--- src/rtl/sram_arbiter.sv ---
// sram_arbiter: shares one fixed-latency single-port SRAM between the IF
// (instruction fetch) and MEM (load/store) pipeline stages. One access runs
// at a time, and MEM always wins over IF. The arbiter returns the data with a
// one-cycle valid/ready pulse and freezes a stage while its access is pending.
// A taken branch cancels an in-flight fetch.
module sram_arbiter #(
  parameter int unsigned WAIT_CYCLES = 3
) (
  input  logic        clk,
  input  logic        rst,
  input  logic        if_req,
  input  logic [31:0] if_addr,
  input  logic        branch_taken,
  output logic [31:0] if_instruction,
  output logic        if_valid,
  output logic        if_freeze,
  input  logic        mem_r_en,
  input  logic        mem_w_en,
  input  logic [31:0] mem_addr,
  input  logic [31:0] mem_wdata,
  output logic [31:0] mem_rdata,
  output logic        mem_ready,
  output logic        mem_freeze,
  output logic        sram_en,
  output logic        sram_we,
  output logic [31:0] sram_addr,
  output logic [31:0] sram_wdata,
  input  logic [31:0] sram_rdata
);

  typedef enum logic [2:0] {
    IDLE     = 3'd0,
    BUSY_IF  = 3'd1,
    BUSY_MEM = 3'd2,
    DONE_IF  = 3'd3,
    DONE_MEM = 3'd4
  } state_t;

  // The counter starts at WAIT_CYCLES-1 so that it reaches zero in the last enable cycle.
  localparam logic [3:0] CNT_LOAD = 4'(WAIT_CYCLES - 1);

  state_t     state_r;
  state_t     state_s;
  logic [3:0] cnt_r;
  logic       we_r;
  logic       mem_req_s;
  logic       load_mem_s;
  logic       load_if_s;
  logic       cap_if_s;
  logic       cap_mem_s;
  logic       busy_s;

  // When both enables are high, the request is treated as a store because we_r follows mem_w_en.
  assign mem_req_s  = mem_r_en | mem_w_en;
  assign if_freeze  = if_req & ~if_valid;
  assign mem_freeze = mem_req_s & ~mem_ready;

  // FSM state register.
  always_ff @(posedge clk) begin
    if (rst) begin
      state_r <= IDLE;
    end else begin
      state_r <= state_s;
    end
  end

  // Next-state logic: MEM has priority, a branch aborts a fetch, and loads/stores always run to completion.
  always_comb begin
    state_s    = state_r;
    load_mem_s = 1'b0;
    load_if_s  = 1'b0;
    cap_if_s   = 1'b0;
    cap_mem_s  = 1'b0;
    case (state_r)
      IDLE: begin
        if (mem_req_s) begin
          state_s    = BUSY_MEM;
          load_mem_s = 1'b1;
        end else if (if_req && !branch_taken) begin
          state_s   = BUSY_IF;
          load_if_s = 1'b1;
        end else begin
          state_s = IDLE;
        end
      end
      BUSY_IF: begin
        if (branch_taken) begin
          state_s = IDLE;
        end else if (cnt_r == 4'd0) begin
          state_s  = DONE_IF;
          cap_if_s = 1'b1;
        end else begin
          state_s = BUSY_IF;
        end
      end
      BUSY_MEM: begin
        if (cnt_r == 4'd0) begin
          state_s   = DONE_MEM;
          cap_mem_s = ~we_r;
        end else begin
          state_s = BUSY_MEM;
        end
      end
      DONE_IF:  state_s = IDLE;
      DONE_MEM: state_s = IDLE;
      default:  state_s = IDLE;
    endcase
  end

  // Output decode from the registered state; a same-cycle branch masks the fetch pulse.
  always_comb begin
    sram_en   = 1'b0;
    sram_we   = 1'b0;
    if_valid  = 1'b0;
    mem_ready = 1'b0;
    busy_s    = 1'b0;
    case (state_r)
      BUSY_IF: begin
        sram_en = 1'b1;
        busy_s  = 1'b1;
      end
      BUSY_MEM: begin
        sram_en = 1'b1;
        sram_we = we_r;
        busy_s  = 1'b1;
      end
      DONE_IF:  if_valid  = ~branch_taken;
      DONE_MEM: mem_ready = 1'b1;
      default: begin
        sram_en = 1'b0;
      end
    endcase
  end

  // Latch the address, data and write flag at acceptance, then count the access down.
  always_ff @(posedge clk) begin
    if (rst) begin
      cnt_r      <= 4'd0;
      we_r       <= 1'b0;
      sram_addr  <= 32'd0;
      sram_wdata <= 32'd0;
    end else if (load_mem_s) begin
      cnt_r      <= CNT_LOAD;
      we_r       <= mem_w_en;
      sram_addr  <= mem_addr;
      sram_wdata <= mem_wdata;
    end else if (load_if_s) begin
      cnt_r     <= CNT_LOAD;
      we_r      <= 1'b0;
      sram_addr <= if_addr;
    end else if (busy_s && (cnt_r != 4'd0)) begin
      cnt_r <= cnt_r - 4'd1;
    end else begin
      cnt_r <= cnt_r;
    end
  end

  // Capture read data in the last enable cycle; the held value stays until the next capture.
  always_ff @(posedge clk) begin
    if (rst) begin
      if_instruction <= 32'd0;
      mem_rdata      <= 32'd0;
    end else begin
      if (cap_if_s) begin
        if_instruction <= sram_rdata;
      end
      if (cap_mem_s) begin
        mem_rdata <= sram_rdata;
      end
    end
  end

endmodule

--- config.mk ---
export PLATFORM = sky130hd
export DESIGN_NAME = sram_arbiter
export DESIGN_NICKNAME = d
export VERILOG_FILES = /design/src/rtl/sram_arbiter.sv
export SDC_FILE = /design/constraint.sdc
export NUM_CORES = 1
export LEC_CHECK = 0
export ABC_AREA = 1
export ABC_CLOCK_PERIOD_IN_PS = 2200
export CORE_MARGIN = 8
export CORE_UTILIZATION = 44
export CTS_BUF_LIST = sky130_fd_sc_hd__clkbuf_8
export CTS_CLUSTER_SIZE = 25
export DETAILED_ROUTE_END_ITERATION = 8
export GPL_TIMING_DRIVEN = 1
export PLACE_DENSITY_LB_ADDON = 0.15
export RECOVER_POWER = 100
export SYNTH_ARGS = -nofsm -noshare
export SYNTH_HDL_FRONTEND = slang
export SYNTH_SLANG_ARGS = --single-unit
--- constraint.sdc ---
create_clock -name clk -period 2.2 [get_ports clk]
set_clock_uncertainty 0.05 [all_clocks]
set_input_delay 0.55 -clock clk [delete_from_list [all_inputs] [get_ports clk]]
set_output_delay 0.55 -clock clk [all_outputs]
set_load 0.01 [all_outputs]
## After elaboration in Yosys (flattened, before gate mapping)

Cells that the tools add are included.
W data, S select, Z words.

| storage, ports and cells | value |
|---|---|
| output and inout bits | 134 |
| input port bits | 134 |
| word-level logic and storage cells | 57 |
| register bits | 136 |

| operators by class | value |
|---|---|
| muxes and demuxes | 27 |
| equality and inequality tests | 4 |
| $add $sub $neg | 1 |
| reductions and logical operators | 10 |
| bitwise gates (word level) | 7 |

Operator list:

| cell | count |
|---|---|
| $mux W32 | 2 |
| $mux W1 | 17 |
| $mux W2 | 6 |
| $pmux W3 S3 | 1 |
| $eq A3 B2 Y1 const B | 2 |
| $logic_not A4 Y1 | 1 |
| $not A1 Y1 | 4 |
| $reduce_bool A4 Y1 | 1 |
| $sub A4 B1 Y4 const B | 1 |
| $eq A3 B1 Y1 const B | 1 |
| $eq A3 B3 Y1 const B | 1 |
| $logic_not A3 Y1 | 1 |
| $mux W3 | 1 |
| $reduce_bool A3 Y1 | 1 |
| $reduce_or A3 Y1 | 1 |
| $and A1 B1 Y1 | 2 |
| $logic_and A1 B1 Y1 | 2 |
| $reduce_bool A2 Y1 | 1 |
| $reduce_or A2 Y1 | 1 |
| $logic_not A1 Y1 | 1 |
| $or A1 B1 Y1 | 1 |

## Logic depth before layout (Yosys ltp)

Gate-level depths: netlist (run 1).

| depth | value |
|---|---|
| word-level depth | 7 |
| depth in mapped cells | 10 |
| mapped depth without buffers | 9 |

## Worst setup path after synthesis (run 1)

Ideal clock, no wire load.

| path | value |
|---|---|
| path kind | input port to output port |
| from | input port branch_taken |
| to | output port if_freeze |
| cell stages on the path | 2 |
| data arrival time | 1.209 ns |
| data required time | 1.600 ns |
| buffers on the path | 0 |
| slack | 0.391 ns |
| cell sequence | nor4_1 nor2_1 |

| on the way | value |
|---|---|
| cells in the longest elaborated chain, start to end | 4 |

RTL lines:

| item | RTL line | RTL |
|---|---|---|
| start, declared | 13 | `input logic branch_taken,` |
| $not A1 Y1 | 127 | `DONE_IF: if_valid = ~branch_taken;` |
| $mux W1 | 117 | `case (state_r)` |
| $not A1 Y1 | 55 | `assign if_freeze = if_req & ~if_valid;` |
| $and A1 B1 Y1 | 55 |  |
| end, declared | 16 | `output logic if_freeze,` |

No other way between the ends.

## Worst setup path in the final report (run 1)

| path | value |
|---|---|
| from | input port mem_w_en |
| to | register sram_addr[21] |

| on the way | value |
|---|---|
| cells in the longest elaborated chain, start to end | 4 |
| elaborated cells on any way between the ends | 7 |
| those cells by class | mux (5); bitwise (1); reduce/logical (1) |

RTL lines:

| item | RTL line | RTL |
|---|---|---|
| start, declared | 18 | `input logic mem_w_en,` |
| $or A1 B1 Y1 * | 54 | `assign mem_req_s = mem_r_en \| mem_w_en;` |
| $mux W1 | 76 | `if (mem_req_s) begin` |
| $mux W1 | 74 | `case (state_r)` |
| $mux W32 / $reduce_bool A2 Y1 (equally long branches) | - |  |
| end signal, assigned | 145 | `sram_addr <= mem_addr;` |
| end signal, assigned | 150 | `sram_addr <= if_addr;` |
| end, declared | 26 | `output logic [31:0] sram_addr,` |

Every way passes the cells marked *; elsewhere a longest branch is shown, timed or not.
A chain may end at the register's enable or synchronous reset.

==> impl_metrics.json, run 1 <==
{
  "status": "completed",
  "post_route_cells_drive_above_1_share": 0.0715,
  "endpoint_kind": "flip-flop",
  "cp-startpoint": "mem_w_en",
  "intPower_mw": 5.01,
  "synth_edf_count": 0,
  "viasPerCell": 4.69,
  "die_area_mm2": 0.0158,
  "grt_overflow": 0,
  "drc_errors": 0,
  "hold_viol_final": 0,
  "holdCritStartpoint": "sram_addr[29]",
  "yosysTopAreaCell": "dfxtp_1",
  "wire_per_inst_um": 14.7,
  "hold_buffers": 0,
  "setup-tns-final_ns": 0,
  "p_leak_nw": 3.99,
  "ys_seq_area_frac": 0.514,
  "yosys-top-cells-area": "dfxtp_1 (51%), nand2_1 (19%), nor2_1 (9.6%)",
  "dpl-instance-area_mm2": 0.00818,
  "drv_cap": 0,
  "die_y_um": 126,
  "synth_top_area_share": 0.514,
  "grt_pass1_wl_mm": 26.8,
  "worstMarginPinSlew_ns": 0.711,
  "p_per_area_mw_per_mm2": 799,
  "crit_family": "buffers and inverters",
  "routabilityCongestion": 0.807,
  "die_width_um": 126,
  "synth_warnings": 0,
  "final_area_mm2": 0.00860,
  "cts_tree": "done",
  "htreeDepth": 4,
  "synth_top_family_by_area": "simple AND/OR/NAND/NOR gates",
  "combPwrFrac": 0.242,
  "fin_ws_ns": 0.0436,
  "placeableCoreArea_mm2": 0.0119,
  "slew_violations": 0,
  "io_pins": 268,
  "cp_slowest_stage_delay_ns": 0.62,
  "async_flop_share": 0,
  "synth-simple-area-share": 0.314,
  "drt-total-wl_mm": 17.0,
  "r2r_cells": 9,
  "first_iter_violations": 269,
  "seq_power_share": 0.410,
  "cts_buffers": 17,
  "avgSynthCellArea_um2": 7.30,
  "crit-reg2reg-launch": "cnt_r[0]",
  "r2r_slack_ns": 0.23,
  "antenna_left": 0,
  "clk_pin_slew_ns": 0.07,
  "grt_setup_unrepaired": "yes",
  "cp_data_required_time_ns": 2.53,
  "min_period_ns": 2.16,
  "vdd_drop_max_uv": 530,
  "pwr-share-clk": 0.348,
  "r2r_end": "if_instruction[20]",
  "crit_chain": "clkdlybuf4s50_1, clkinv_1, clkbuf_4, nand2_1, o21ai_0, nand2_2, inv_1, buf_12, nand2_1, nand2_1",
  "critPathMaxFanout": 32,
  "antenna_found_initial": 0,
  "cts-root-buf": "clkbuf_8",
  "num_vias": 5412,
  "max_slew_margin": 0.521,
  "syn_inst": 725,
  "synth_compound_area_frac": 0.101,
  "dp_slack_ns": -0.466,
  "grt_pass1_vias": 5206,
  "worstSkewPairLatency_ns": 0.43,
  "criticalPathCategory": "input pin to flip-flop",
  "p_total_mw": 6.87,
  "switching_share": 0.271,
  "netlist-cell-type-count": 29,
  "finalSetupViolCount": 0,
  "crit_top_cell": "nand2_1",
  "fmax_ghz": 0.464,
  "hold_path_depth": 2,
  "yosysMostFrequentCell": "nand2_1",
  "hp-class": "flip-flop to flip-flop",
  "cp.buffers_inverters": 5,
  "hold_ws_ns": 0.397,
  "portBuffers": 267,
  "synth_fp_nets": 860,
  "synth_fa_ha_area_frac": 0.00236,
  "yosys.area_share.xor_xnor": 0.00165,
  "ys_top_cells_by_count": "nand2_1 (264), dfxtp_1 (136), nor2_1 (135), o21ai_0 (50), a21oi_1 (37)",
  "cts_sinks": 136,
  "hpwlAfterDp_mm": 12.5,
  "nNetsFinal": 1130,
  "final.period_utilization": 0.980,
  "cts_setup_buffers": 0,
  "dpl.cell_count": 1123,
  "area_growth_pct": 62.3,
  "worstPathArrival_ns": 2.48,
  "ys_ff_latch": 136,
  "grt.total_usage": 0.211,
  "worst_hold_path.endpoint": "sram_addr[29]",
  "start_util": 0.446,
  "grt_max_degree": 39,
  "synthFlopType": "dfxtp_1",
  "fin_util": 0.725,
  "fin_cells": 1154,
  "start_kind": "input pin",
  "rows": 40,
  "yosys-mux-area-fraction": 0,
  "crit_slowest_cell": "o21ai_0",
  "switchingPower_mw": 1.86,
  "netlist_area_mm2": 0.00530,
  "drtPass1Iterations": 4,
  "cts_buffer_depth": 2,
  "diodes": 0
}
## power by group through the flow
stage                     Combinational [mW]  Sequential, mW  Clock, mW
after CTS                               1.80            2.82       2.45
after global routing                    1.83            2.84       2.56
final                                   1.66            2.81       2.39
after detailed placement                1.79            2.88          0
after floorplan                        0.731            2.99          0
after global placement                  1.78            2.87          0
## worst max-delay path by stage
stage | slack (ns) | endpoint | cells after the start
detailed placement | -0.47 | if_valid | 3
floorplan | 0.39 | if_freeze | 2
finish | 0.04 | sram_addr[21] | 10
global route | -0.01 | mem_freeze | 5
CTS | 0.03 | if_freeze | 4
global placement | -0.39 | if_valid | 3
## layout make-up
cell class	instances	area, um^2
fillers	972	3270
multi-input cells	528	2200
flip-flops and latches	136	2720
well taps	147	184
clock inverters	9	170
clock buffers	22	303
inverters	19	76.3
repair buffers	293	2940
## metal layers
layer  track usage  up-vias  routed length (um)
met5             0        -                   0
met4        0.0745        0                 263
met3        0.0907       23                1560
met2         0.352      182                7930
met1         0.237     2386                7230
li1              -     2821                   -
## cell families after synthesis
logic type                 count (synthesis)
adders and majority gates                  1
DFF                                      136
AOI/OAI and AO/OA                        104
buffers and inverters                     61
and+or+nand+nor                          422
xor gates and xnor gates                   1
## repair_timing
item,4_1_cts,5_1_grt
gates cloned,0,0
resized for setup,9,1
pin swaps,1,0
endpoints found under the setup margin,6,1
## sequential cells by signal, summed over array words and instances, names as in the netlist
name	count
if_instruction	32
mem_rdata	32
sram_addr	32
sram_wdata	32
cnt_r	4
state_r	3
we_r	1
## cells in the final DEF, fill, tap and decap left out, types with 2 or more instances in the layout
cell,instances
a21oi_1,37
buf_12,7
buf_4,15
bufinv_16,5
clkbuf_4,2
clkbuf_8,22
clkdlybuf4s50_1,132
dfxtp_1,135
dlygate4sd2_1,7
dlygate4sd3_1,128
inv_1,11
inv_2,7
inv_4,2
nand2_1,266
nand2_4,2
nand3_1,8
nor2_1,135
nor2_2,2
nor3_1,4
o21ai_0,51
o21ai_1,15
## worst min-delay path, stage by stage (launching register included)
cell and delay, ns:
dfxtp_1 0.31, nand2_1 0.06, nand2_1 0.04
(Power assumes the default switching activity.)
==> run 2, diff against run 1 <==
--- a/config.mk
+++ b/config.mk
@@ -7,6 +7,7 @@
 export LEC_CHECK = 0
 export ABC_AREA = 1
 export ABC_CLOCK_PERIOD_IN_PS = 2200
+export CAP_MARGIN = 30
 export CORE_MARGIN = 8
 export CORE_UTILIZATION = 44
 export CTS_BUF_LIST = sky130_fd_sc_hd__clkbuf_8
==> results of run 2 <==
Same layout as run 1: the final DEF is identical, and so are final timing and power.
==> run 3, diff against run 2 <==
--- a/config.mk
+++ b/config.mk
@@ -13,8 +13,9 @@
 export CTS_BUF_LIST = sky130_fd_sc_hd__clkbuf_8
 export CTS_CLUSTER_SIZE = 25
 export DETAILED_ROUTE_END_ITERATION = 8
+export GPL_ROUTABILITY_DRIVEN = 1
 export GPL_TIMING_DRIVEN = 1
-export PLACE_DENSITY_LB_ADDON = 0.15
+export PLACE_DENSITY = 0.95
 export RECOVER_POWER = 100
 export SYNTH_ARGS = -nofsm -noshare
 export SYNTH_HDL_FRONTEND = slang
==> run 3 against run 2 <==
- maximum frequency grew 1.0%
- critical endpoint is now mem_freeze
- total power decreased by 7.0%
- count of clock-buffer cells in the layout down 5
- final area is 1.8% lower
- first-iteration DRC count increased by 24%
- cell count decreased by 0.35%
- largest cell class unchanged
- combinational power is essentially flat
- highest routed layer is now met5
- via count grew 5.3%
- non-clock buffer count shrank 5
- setup slack improved by 0.022 ns
- sequential share of layout area up 0.59 points
==> impl_metrics.json, run 3 (same netlist as run 1, synthesis figures left out) <==
{
  "cts_setup_buffers": 0,
  "grt_pass1_wl_mm": 28.7,
  "slew_violations": 0,
  "pwr-share-clk": 0.298,
  "drt-total-wl_mm": 18.6,
  "critPathMaxFanout": 2,
  "dpl.cell_count": 1118,
  "fmax_ghz": 0.469,
  "seq_power_share": 0.442,
  "clk_pin_slew_ns": 0.07,
  "fin_util": 0.712,
  "dpl-instance-area_mm2": 0.00814,
  "min_period_ns": 2.13,
  "crit-reg2reg-launch": "cnt_r[0]",
  "first_iter_violations": 333,
  "nNetsFinal": 1125,
  "antenna_left": 0,
  "worstSkewPairLatency_ns": 0.45,
  "hpwlAfterDp_mm": 13.9,
  "worstMarginPinSlew_ns": 0.741,
  "final_common_cell": "nand2_1",
  "cp-startpoint": "mem_w_en",
  "endpoint_kind": "output port",
  "htreeDepth": 4,
  "die_area_mm2": 0.0158,
  "drtPass1Iterations": 4,
  "drc_errors": 0,
  "die_width_um": 126,
  "intPower_mw": 4.39,
  "viasPerCell": 4.96,
  "cts_sinks": 136,
  "vdd_drop_max_uv": 452,
  "routabilityCongestion": 0.839,
  "worstPathArrival_ns": 1.53,
  "p_leak_nw": 3.89,
  "crit_family": "buffers and inverters",
  "final_area_mm2": 0.00844,
  "cts_buffer_depth": 2,
  "switching_share": 0.312,
  "grt_setup_unrepaired": "no",
  "crit_slowest_cell": "clkdlybuf4s50_1",
  "switchingPower_mw": 1.99,
  "hold_viol_final": 0,
  "antenna_found_initial": 1,
  "combPwrFrac": 0.260,
  "area_growth_pct": 59.4,
  "grt_pass1_vias": 5564,
  "placeableCoreArea_mm2": 0.0119,
  "start_kind": "input pin",
  "die_y_um": 126,
  "grt_max_degree": 66,
  "hp-class": "flip-flop to flip-flop",
  "wire_per_inst_um": 16.2,
  "max_slew_margin": 0.505,
  "fin_ws_ns": 0.0656,
  "dp_slack_ns": -0.464,
  "fin_cells": 1150,
  "grt_overflow": 0,
  "diodes": 0,
  "grt.total_usage": 0.228,
  "rows": 40,
  "final.period_utilization": 0.970,
  "final_cell_mix": "nand2_1 (266), nor2_1 (135), dfxtp_1 (134), clkdlybuf4s50_1 (132), dlygate4sd3_1 (128)",
  "cp_slowest_stage_delay_ns": 0.48,
  "cts-root-buf": "clkbuf_8",
  "cts_buffers": 17,
  "cp.buffers_inverters": 3,
  "io_pins": 268,
  "cts_tree": "done",
  "p_per_area_mw_per_mm2": 756,
  "finalSetupViolCount": 0,
  "criticalPathCategory": "input pin to output port",
  "status": "completed",
  "start_util": 0.446,
  "num_vias": 5701,
  "crit_chain": "clkdlybuf4s50_1, clkinv_1, a21oi_1, dlygate4sd2_1",
  "holdCritStartpoint": "sram_addr[29]",
  "post_route_cells_drive_above_1_share": 0.0688,
  "portBuffers": 267,
  "drv_cap": 0,
  "cp_data_required_time_ns": 1.60
}
==> run 3: changes by cell type in the layout (fill, tap and decap cells not counted), sizes merged <==
cell      previous run  this run
clkbuf              25        22
clkinvlp             1         5
clkinv               2         8
bufinv               5         1
buf                 23        16
==> run 3: stage by stage <==
step,total power [mW],TNS (ns),hold slack (ns)
floorplan,3.72,0,0.402
global placement,4.60,-4.35,0.386
detailed placement,4.66,-5.35,0.388
CTS,6.56,-0.00890,0.403
global route,6.71,0,0.415
finish,6.38,0,0.397
==> run 3: worst paths after layout <==
check             slack [ns]  depth (start not counted)                 end
setup / recovery        0.07                          4          mem_freeze
hold / removal          0.40                          2       sram_addr[29]
setup reg to reg        0.20                          9  if_instruction[25]
hold reg to reg         0.40                          2       sram_addr[29]
==> run 3: area by class of cell <==
class	count	area [um^2]
Fill cell	867	3420
Timing Repair Buffer	288	2900
Sequential cell	136	2730
Multi-Input combinational cell	528	2190
Clock buffer	17	234
Tap cell	147	184
Clock inverter	15	131
Inverter	19	75.1
==> run 3: per-layer routing <==
layer	vias to the layer above	routed length, um	track usage	part of all wire
met5	-	13	0	0.00070
met4	2	748	0.122	0.040
met3	55	1510	0.0869	0.081
met2	230	9260	0.401	0.50
met1	2598	7060	0.230	0.38
li1	2816	-	-	-
==> run 3: worst register-to-register path, stage by stage, from the launching register on <==
cell and delay (ns):
dfxtp_1 0.36, inv_1 0.07, ha_1 0.23, nand2_1 0.32, inv_4 0.06, nand2_2 0.25
inv_1 0.15, buf_4 0.23, nor2_1 0.13, nor2_1 0.06
==> run 3: power groups by stage <==
stage          registers (mW)  clock network (mW)  logic (mW)
2_1_floorplan            2.99                   0       0.731
3_3_place_gp             2.87                   0        1.74
3_5_place_dp             2.88                   0        1.78
4_1_cts                  2.83                1.95        1.78
5_1_grt                  2.85                2.05        1.82
6_report                 2.82                1.90        1.66
==> run 3: what timing repair did <==
action                                  in CTS  in global routing
hold buffers                                 0                  0
endpoints found under the setup margin       6                  4
pin swaps                                    1                  1
resized for setup                            9                  4
